### src/rtl/ula_multiciclo.sv
// ula_multiciclo: registered multi-cycle ALU for the multicycle MIPS datapath.
//
// Single-cycle ops register their result on the accepting edge and pulse
// done in the following cycle. MULT (shift-add) and DIVU (restoring) run
// WIDTH iterations with busy high, then update S/HI/Z/DZ and pulse done.
//
// Ports:
//   clock  rising-edge clock
//   reset  asynchronous, active-high reset
//   start  operation request, sampled while not busy
//   A, B   operands (B[SHW-1:0] is the shift amount)
//   OP     4-bit operation select
//   S      result (LO for MULT, quotient for DIVU)
//   HI     MULT upper half, DIVU remainder, 0 otherwise
//   Z      S == 0
//   V      signed overflow (ADD/SUB)
//   DZ     divide by zero (DIVU)
//   busy   iterative operation in progress
//   done   one-cycle completion pulse
module ula_multiciclo #(
    parameter int WIDTH = 32
) (
    input  logic             clock,
    input  logic             reset,
    input  logic             start,
    input  logic [WIDTH-1:0] A,
    input  logic [WIDTH-1:0] B,
    input  logic [3:0]       OP,
    output logic [WIDTH-1:0] S,
    output logic [WIDTH-1:0] HI,
    output logic             Z,
    output logic             V,
    output logic             DZ,
    output logic             busy,
    output logic             done
);

    localparam int SHW = $clog2(WIDTH);

    typedef enum logic [1:0] {
        IDLE,
        EXEC,
        DONE
    } state_t;

    typedef enum logic [3:0] {
        OP_AND  = 4'b0000,
        OP_OR   = 4'b0001,
        OP_ADD  = 4'b0010,
        OP_XOR  = 4'b0011,
        OP_SLTU = 4'b0100,
        OP_SUB  = 4'b0110,
        OP_SLT  = 4'b0111,
        OP_SLL  = 4'b1000,
        OP_SRL  = 4'b1001,
        OP_SRA  = 4'b1010,
        OP_NOR  = 4'b1100,
        OP_MULT = 4'b1101,
        OP_DIVU = 4'b1110
    } op_t;

    state_t           state;
    op_t              op_r;
    logic [WIDTH-1:0] a_r;
    logic [WIDTH-1:0] b_r;
    logic [SHW-1:0]   cnt;
    // Shared iteration registers: HI:LO product for MULT,
    // remainder:quotient-shifter for DIVU.
    logic [WIDTH-1:0] acc_hi;
    logic [WIDTH-1:0] acc_lo;

    // Single-cycle datapath, fed straight from the ports on the accepting edge
    logic [WIDTH-1:0] sc_s;
    logic             sc_v;
    logic [WIDTH-1:0] sum;
    logic [WIDTH-1:0] dif;
    logic [SHW-1:0]   shamt;
    logic             is_multi;

    always_comb begin
        sc_s     = '0;
        sc_v     = 1'b0;
        sum      = A + B;
        dif      = A - B;
        shamt    = B[SHW-1:0];
        is_multi = (OP == OP_MULT) || (OP == OP_DIVU);
        case (OP)
            OP_AND:  sc_s = A & B;
            OP_OR:   sc_s = A | B;
            OP_XOR:  sc_s = A ^ B;
            OP_NOR:  sc_s = ~(A | B);
            OP_ADD: begin
                sc_s = sum;
                sc_v = (A[WIDTH-1] == B[WIDTH-1]) && (sum[WIDTH-1] != A[WIDTH-1]);
            end
            OP_SUB: begin
                sc_s = dif;
                sc_v = (A[WIDTH-1] != B[WIDTH-1]) && (dif[WIDTH-1] != A[WIDTH-1]);
            end
            OP_SLT:  sc_s = {{(WIDTH-1){1'b0}}, ($signed(A) < $signed(B))};
            OP_SLTU: sc_s = {{(WIDTH-1){1'b0}}, (A < B)};
            OP_SLL:  sc_s = A << shamt;
            OP_SRL:  sc_s = A >> shamt;
            OP_SRA:  sc_s = $unsigned($signed(A) >>> shamt);
            default: sc_s = '0;
        endcase
    end

    // One iteration of the multiply or divide
    logic [WIDTH:0]   mul_sum;
    logic [WIDTH:0]   div_sh;
    logic [WIDTH:0]   div_df;
    logic [WIDTH-1:0] nx_hi;
    logic [WIDTH-1:0] nx_lo;

    always_comb begin
        mul_sum = {1'b0, acc_hi} + (acc_lo[0] ? {1'b0, a_r} : '0);
        div_sh  = {acc_hi, acc_lo[WIDTH-1]};
        // Remainder stays below a non-zero divisor, so bit WIDTH is a clean
        // borrow flag; with a zero divisor div_sh never reaches bit WIDTH.
        div_df  = div_sh - {1'b0, b_r};
        if (op_r == OP_DIVU) begin
            if (!div_df[WIDTH]) begin
                nx_hi = div_df[WIDTH-1:0];
                nx_lo = {acc_lo[WIDTH-2:0], 1'b1};
            end else begin
                nx_hi = div_sh[WIDTH-1:0];
                nx_lo = {acc_lo[WIDTH-2:0], 1'b0};
            end
        end else begin
            nx_hi = mul_sum[WIDTH:1];
            nx_lo = {mul_sum[0], acc_lo[WIDTH-1:1]};
        end
    end

    always_ff @(posedge clock or posedge reset) begin
        if (reset) begin
            state  <= IDLE;
            op_r   <= OP_AND;
            a_r    <= '0;
            b_r    <= '0;
            cnt    <= '0;
            acc_hi <= '0;
            acc_lo <= '0;
            S      <= '0;
            HI     <= '0;
            Z      <= 1'b0;
            V      <= 1'b0;
            DZ     <= 1'b0;
            busy   <= 1'b0;
            done   <= 1'b0;
        end else begin
            case (state)
                // DONE accepts a new request exactly like IDLE
                IDLE, DONE: begin
                    done  <= 1'b0;
                    state <= IDLE;
                    if (start) begin
                        if (is_multi) begin
                            op_r   <= op_t'(OP);
                            a_r    <= A;
                            b_r    <= B;
                            cnt    <= '0;
                            acc_hi <= '0;
                            acc_lo <= (OP == OP_DIVU) ? A : B;
                            busy   <= 1'b1;
                            state  <= EXEC;
                        end else begin
                            S     <= sc_s;
                            HI    <= '0;
                            Z     <= (sc_s == '0);
                            V     <= sc_v;
                            DZ    <= 1'b0;
                            done  <= 1'b1;
                            state <= DONE;
                        end
                    end
                end
                EXEC: begin
                    acc_hi <= nx_hi;
                    acc_lo <= nx_lo;
                    cnt    <= cnt + 1'b1;
                    if (cnt == SHW'(WIDTH - 1)) begin
                        S     <= nx_lo;
                        HI    <= nx_hi;
                        Z     <= (nx_lo == '0);
                        V     <= 1'b0;
                        DZ    <= (op_r == OP_DIVU) && (b_r == '0);
                        busy  <= 1'b0;
                        done  <= 1'b1;
                        state <= DONE;
                    end
                end
                default: state <= IDLE;
            endcase
        end
    end

endmodule

### config.mk
export PLATFORM = sky130hd
export DESIGN_NAME = ula_multiciclo
export DESIGN_NICKNAME = d
export VERILOG_FILES = /design/src/rtl/ula_multiciclo.sv
export SDC_FILE = /design/constraint.sdc
export NUM_CORES = 1
export LEC_CHECK = 0
export CORE_AREA = 2 2 219 221
export CTS_CLUSTER_DIAMETER = 50
export CTS_CLUSTER_SIZE = 8
export DETAILED_ROUTE_END_ITERATION = 8
export DIE_AREA = 0 0 221 223
export HOLD_SLACK_MARGIN = 0.06
export PLACE_DENSITY = 0.76
export SLEW_MARGIN = 20
export SYNTH_ARGS = -nofsm -noshare
export SYNTH_HDL_FRONTEND = slang
export SYNTH_SLANG_ARGS = --single-unit
### constraint.sdc
create_clock -name clock -period 12 [get_ports clock]
set_input_delay 3.6 -clock clock [delete_from_list [all_inputs] [get_ports clock]]
set_output_delay 3.6 -clock clock [all_outputs]
set_load 0.05 [all_outputs]
After elaboration in Yosys (flattened, before gate mapping)
Index checks and enable logic that the tools add are counted.

word-level totals
  output and inout bits = 69
  word-level logic and storage cells = 116
  flip-flop bits (word level) = 208

operators by class
  reduce and logical (&&, ||, !) cells = 16
  magnitude comparators = 2
  add/subtract/negate cells = 5
  shift-type cells = 3
  muxes and demuxes = 48
  bitwise logic cells = 4
  eq/ne operators = 24

operator list
  operator            count
  $mux 32             15
  $pmux 32 s11        1
  $pmux 32 s2         4
  $logic_not 32->1    3
  $lt 32x32->1        2
  $add 32x32->33      1
  $sub 33x32->33      1
  $add 32x32->32      1
  $and 32x32->32      1
  $not 32->32         1
  $or 32x32->32       1
  $shl 32x5->32       1
  $shr 32x5->32       1
  $sshr 32x5->32      1
  $sub 32x32->32      1
  $xor 32x32->32      1
  $eq 4x4->1 const B  7
  $mux 1              15
  $eq 4x3->1 const B  3
  $pmux 1 s2          6
  $mux 5              2
  $pmux 5 s2          1
  $eq 4x2->1 const B  2
  $ne 2x2->1 const B  4
  18 further kinds    26

Longest topological paths before layout
  word-level depth = 7
  depth in mapped cells = 20

Least setup slack after synthesis
No wires, ideal clock.

  path kind = input to register
  start point = in B[2]
  end point = reg Z
  setup time = 95 ps
  path slack = 4,376 ps
  path buffers = 6
  data required time = 11,905 ps
  stages on the path = 20
  arrival time = 7,528 ps
  cells stage by stage = buf_6 -> buf_2 -> buf_2 -> inv_2 -> clkbuf_1 -> buf_1 -> ha_1 -> buf_2 -> nor2b_1 -> o2111ai_1 -> a32oi_1 -> a2111oi_0 -> or3_1 -> a221o_1 -> and4bb_1 -> nand4_1 -> nor4_2 -> and4_1 -> nand4_1 -> o31ai_1

between the ends
  word-level cells in the longest chain between the ends = 7
  elaborated cells between the ends (all ways) = 16
  those cells by class = 2 x add/sub; 2 x order compare; 3 x shift; 4 x mux; 4 x bitwise; 1 x reduce/logical

RTL lines
  what                                                                    line  source
  start, declared                                                         27    input logic [WIDTH-1:0] B,
  parallel branches: the longest is 2 deep, another holds $sub 32x32->32  n/a
  $pmux 32 s11 (*)                                                        87    case (OP)
  $logic_not 32->1 (*)                                                    171   Z <= (sc_s == '0);
  $mux 1 (*)                                                              159   if (is_multi) begin
  $mux 1 (*)                                                              158   if (start) begin
  $pmux 1 s2 (*)                                                          153   case (state)
  end signal, assigned                                                    171
  end signal, assigned                                                    186   Z <= (nx_lo == '0);
  end, declared                                                           31    output logic Z,

Every way passes the cells marked *. The select of a mux whose other input is x is not followed.
A chain may end at the register's enable or synchronous reset.

Worst setup path in the final report
  start point = in A[3]
  end point = reg Z

between the ends
  word-level cells in the longest chain between the ends = 7
  elaborated cells between the ends (all ways) = 16
  those cells by class = 2 x add/sub; 2 x order compare; 3 x shift; 4 x mux; 4 x bitwise; 1 x reduce/logical

RTL lines
  what                                                                    line  source
  start, declared                                                         26    input logic [WIDTH-1:0] A,
  parallel branches: the longest is 2 deep, another holds $sub 32x32->32  n/a
  $pmux 32 s11 (*)                                                        87
  $logic_not 32->1 (*)                                                    171
  $mux 1 (*)                                                              159
  $mux 1 (*)                                                              158
  $pmux 1 s2 (*)                                                          153

Marked as above.

==> impl_metrics.ini <==
[timing]
rsz0062_at_grt = false
tns_ns = 0
skew_ns = 0.01481
slew_viol_final = 0
fin_crit_ns = 8.775
fin_crit_sh = 0.7313
relSlewSlack = 0.2558
max_slew.worst_pin.slew_ns = 1.112
setup_viol = 0
fmax_mhz = 114.0
hold_viol = 0

[power_and_ir_drop]
p_clk_frac = 0.201
p_comb_frac = 0.538
power_switching_mw = 2.071
leakage_nw = 11.25
power.density_mw_per_mm2 = 168.8
p_sw_frac = 0.4753
vdd_drop_max_mv = 0.1924
p_int_mw = 2.286
power_frac_seq = 0.261

[placed_design]
placedInstanceArea_mm2 = 0.02485
io_buffers = 139
dp_hpwl_mm = 82.00
gp_congestion = 1.082

[grt]
grt_max_degree = 91
grt.overflow.total = 0
grt_pass1_wl_mm = 158.4
grt_pass1_vias = 24210
antenna_found_initial = 7
grt_usage = 0.4231

[worst_setup_path]
cp_cell_sequence = clkdlybuf4s50_1 -> inv_1 -> ha_1 -> nor2b_1 -> a211oi_1 -> o31ai_1 -> nand4_1 -> a21o_1 -> a21oi_1 -> o211ai_1 -> nor3_1 -> nor4_1 -> and3_1 -> nand4_1 -> o31ai_1
arrival_ns = 9.19
cp_top_family = compound AO/OA/AOI/OAI gates
path_class = primary input to register
slowest_delay_ns = 0.91
required_ns = 12.42
critPathLaunchType = primary input
r2r_cells = 16
path_max_fanout = 13
cpMaxStageDelayCell = clkdlybuf4s50_1
crit_buf_inv = 2
endpoint_kind = register
worst-path-stages = 15

[synthesis]
ys_ff_latch = 208
syn_area_per_cell_um2 = 7.587
synth-edff-count = 0
postSynthCellCount = 3050
synth_area_mm2 = 0.02314
ys_types = 95
ys.flop_type = dfrtp_1
synthTopCellsByCount = 445 x nand2_1, 250 x a21oi_1, 220 x o21ai_0, 216 x nor2_1, 208 x dfrtp_1
syn-num-nets = 3291
synth_area_leaders = dfrtp_1 22%, ha_1 9.0%, nand2_1 7.2%
yosysSeqAreaShare = 0.2249
yosysMostFrequentCell = nand2_1
synth-warning-count = 0
synth_top_cell_area_share = 0.2249
synthArstFlopShare = 1.000
synth_top_cell_by_area = dfrtp_1

[clocking]
holdBufCountCts = 0
numCtsBuffers = 34
cts_setup_buffers = 0
cts_tree = built
cts_resized = 0
cts.path.max_buffers = 3
cts_root_buffer = clkbuf_16
clk_latency_ns = 0.52
h-tree-depth = 2
clk_pin_slew_ns = 0.05
clock-sinks = 208

[routing]
post-route-drc-count = 0
ant_nets = 0
wl_per_cell_um = 29.34
viasPerCell = 6.956
first_pass_iters = 6
num_vias = 25560
drtIter0Drc = 3920
wl_mm = 107.8

[flow_run]
cap_violations = 0

[layout]
area_growth_pct = 11.57
n_antenna_cell = 0
layout.nets = 3290
fin_area_mm2 = 0.02582
multi_input_area_mm2 = 0.01647
fillCellCount = 4448
final_core_util = 0.5476
drive_gt1_frac = 0.07094
regArea_mm2 = 0.005205

[run_status]
status = finished clean

[floorplan]
die_y_um = 223
core_mm2 = 0.04715
dieArea_mm2 = 0.04928
start_util = 0.4908
io-pin-count = 140
fp-row-count = 80
chipWidth_um = 221

[worst_hold_path]
whs_path_depth = 2
min_path_type = register to register
registers in the layout (all words and copies together) (netlist names), 2 cells and up:
register	flops
S	32
acc_hi	32
state	2
acc_lo	32
b_r	32
a_r	32
cnt	5
op_r	4
HI	32
power groups by stage:
stage                     Clock, mW  Sequential, mW  Combinational [mW]
after CTS                     0.880            1.13                2.28
after floorplan                   0            1.16                1.53
after global routing          0.903            1.16                2.53
after detailed placement          0            1.13                2.27
after global placement            0            1.13                2.23
final                         0.875            1.14                2.35
worst paths after layout:
| check | start | end | slack, ns |
|---|---|---|---|
| worst max-delay path | A[3] | Z | 3.22 |
| min in group asynchronous | reset | acc_hi[3] | 3.54 |
| worst max register to register | acc_lo[31] | Z | 6.81 |
| worst min-delay path | a_r[8] | a_r[8] | 0.47 |
| worst min register to register | a_r[8] | a_r[8] | 0.47 |
| max in group asynchronous | reset | a_r[23] | 7.03 |
cell families after synthesis:
logic type | Yosys count | share of synthesized area
AND/OR/NAND/NOR | 1041 | 0.2082
multiplexers | 182 | 0.09987
buffers and inverters | 391 | 0.06786
AO/OA/AOI/OAI | 985 | 0.2783
flip-flops | 208 | 0.2249
XOR/XNOR | 73 | 0.02763
adder cells (fa/ha/maj) | 170 | 0.09322
area by class of cell:
| class | count | share of cell area |
|---|---|---|
| clock buffers | 39 | 0.03368 |
| clock inverters | 7 | 0.003344 |
| inverters | 155 | 0.02283 |
| multi-input cells | 2451 | 0.6379 |
| flip-flops and latches | 208 | 0.2016 |
| well taps | 615 | 0.02981 |
| repair buffers | 199 | 0.07085 |
layout by cell type, fill, tap and decap left out, types with 14 or more instances in the layout:
| cell | instances |
|---|---|
| o21bai_1 | 18 |
| xor2_1 | 21 |
| ha_1 | 166 |
| mux2i_1 | 109 |
| o21ai_1 | 21 |
| a31oi_1 | 37 |
| mux4_2 | 34 |
| a311o_1 | 31 |
| mux2_2 | 31 |
| nand2b_1 | 29 |
| nor2b_1 | 22 |
| o21ai_0 | 220 |
| a221oi_1 | 20 |
| dfrtp_1 | 208 |
| nor4_1 | 35 |
| clkdlybuf4s50_1 | 135 |
| and2_1 | 51 |
| nand4_1 | 26 |
| nand2_1 | 445 |
| o211ai_1 | 46 |
| a21o_1 | 42 |
| a211oi_1 | 48 |
| o221ai_1 | 14 |
| nand3_1 | 65 |
| a22oi_1 | 31 |
| a21oi_1 | 250 |
| o22ai_1 | 26 |
| clkbuf_16 | 34 |
| inv_1 | 150 |
| o31ai_1 | 26 |
| buf_4 | 62 |
| o21a_1 | 16 |
| nor3_1 | 65 |
| xnor2_1 | 51 |
| and3_1 | 16 |
| nor2_1 | 214 |
stage by stage:
stage | power, mW | instances | hold slack [ns] | worst slack [ns]
2_1_floorplan | 2.684 | 3050 | 0.4424 | 2.719
5_1_grt | 4.587 | 3674 | 0.4987 | 3.226
4_1_cts | 4.290 | 3673 | 0.4773 | 3.592
3_3_place_gp | 3.360 | 3627 | 0.4563 | 3.051
3_5_place_dp | 3.404 | 3627 | 0.4658 | 3.039
6_report | 4.357 | 3674 | 0.4740 | 3.225
metal layers:
| metal | part of all wire | vias to the layer above | GRT usage |
|---|---|---|---|
| met5 | 0.00012 | - | 0 |
| met1 | 0.39 | 12230 | 0.5571 |
| met2 | 0.43 | 1770 | 0.6456 |
| li1 | - | 11140 | - |
| met4 | 0.069 | 2 | 0.2429 |
| met3 | 0.11 | 416 | 0.08705 |
worst register-to-register path, delay by kind of cell (launching register included):
family                     cells  cell delay (ns)
AOI/OAI and AO/OA              9             2.37
xor gates and xnor gates       1             0.16
adders and majority gates      2             0.67
buffers and inverters          3             0.78
DFF                            1             0.40
and+or+nand+nor                1             0.72
No activity file was read; power rests on OpenSTA's default activity.
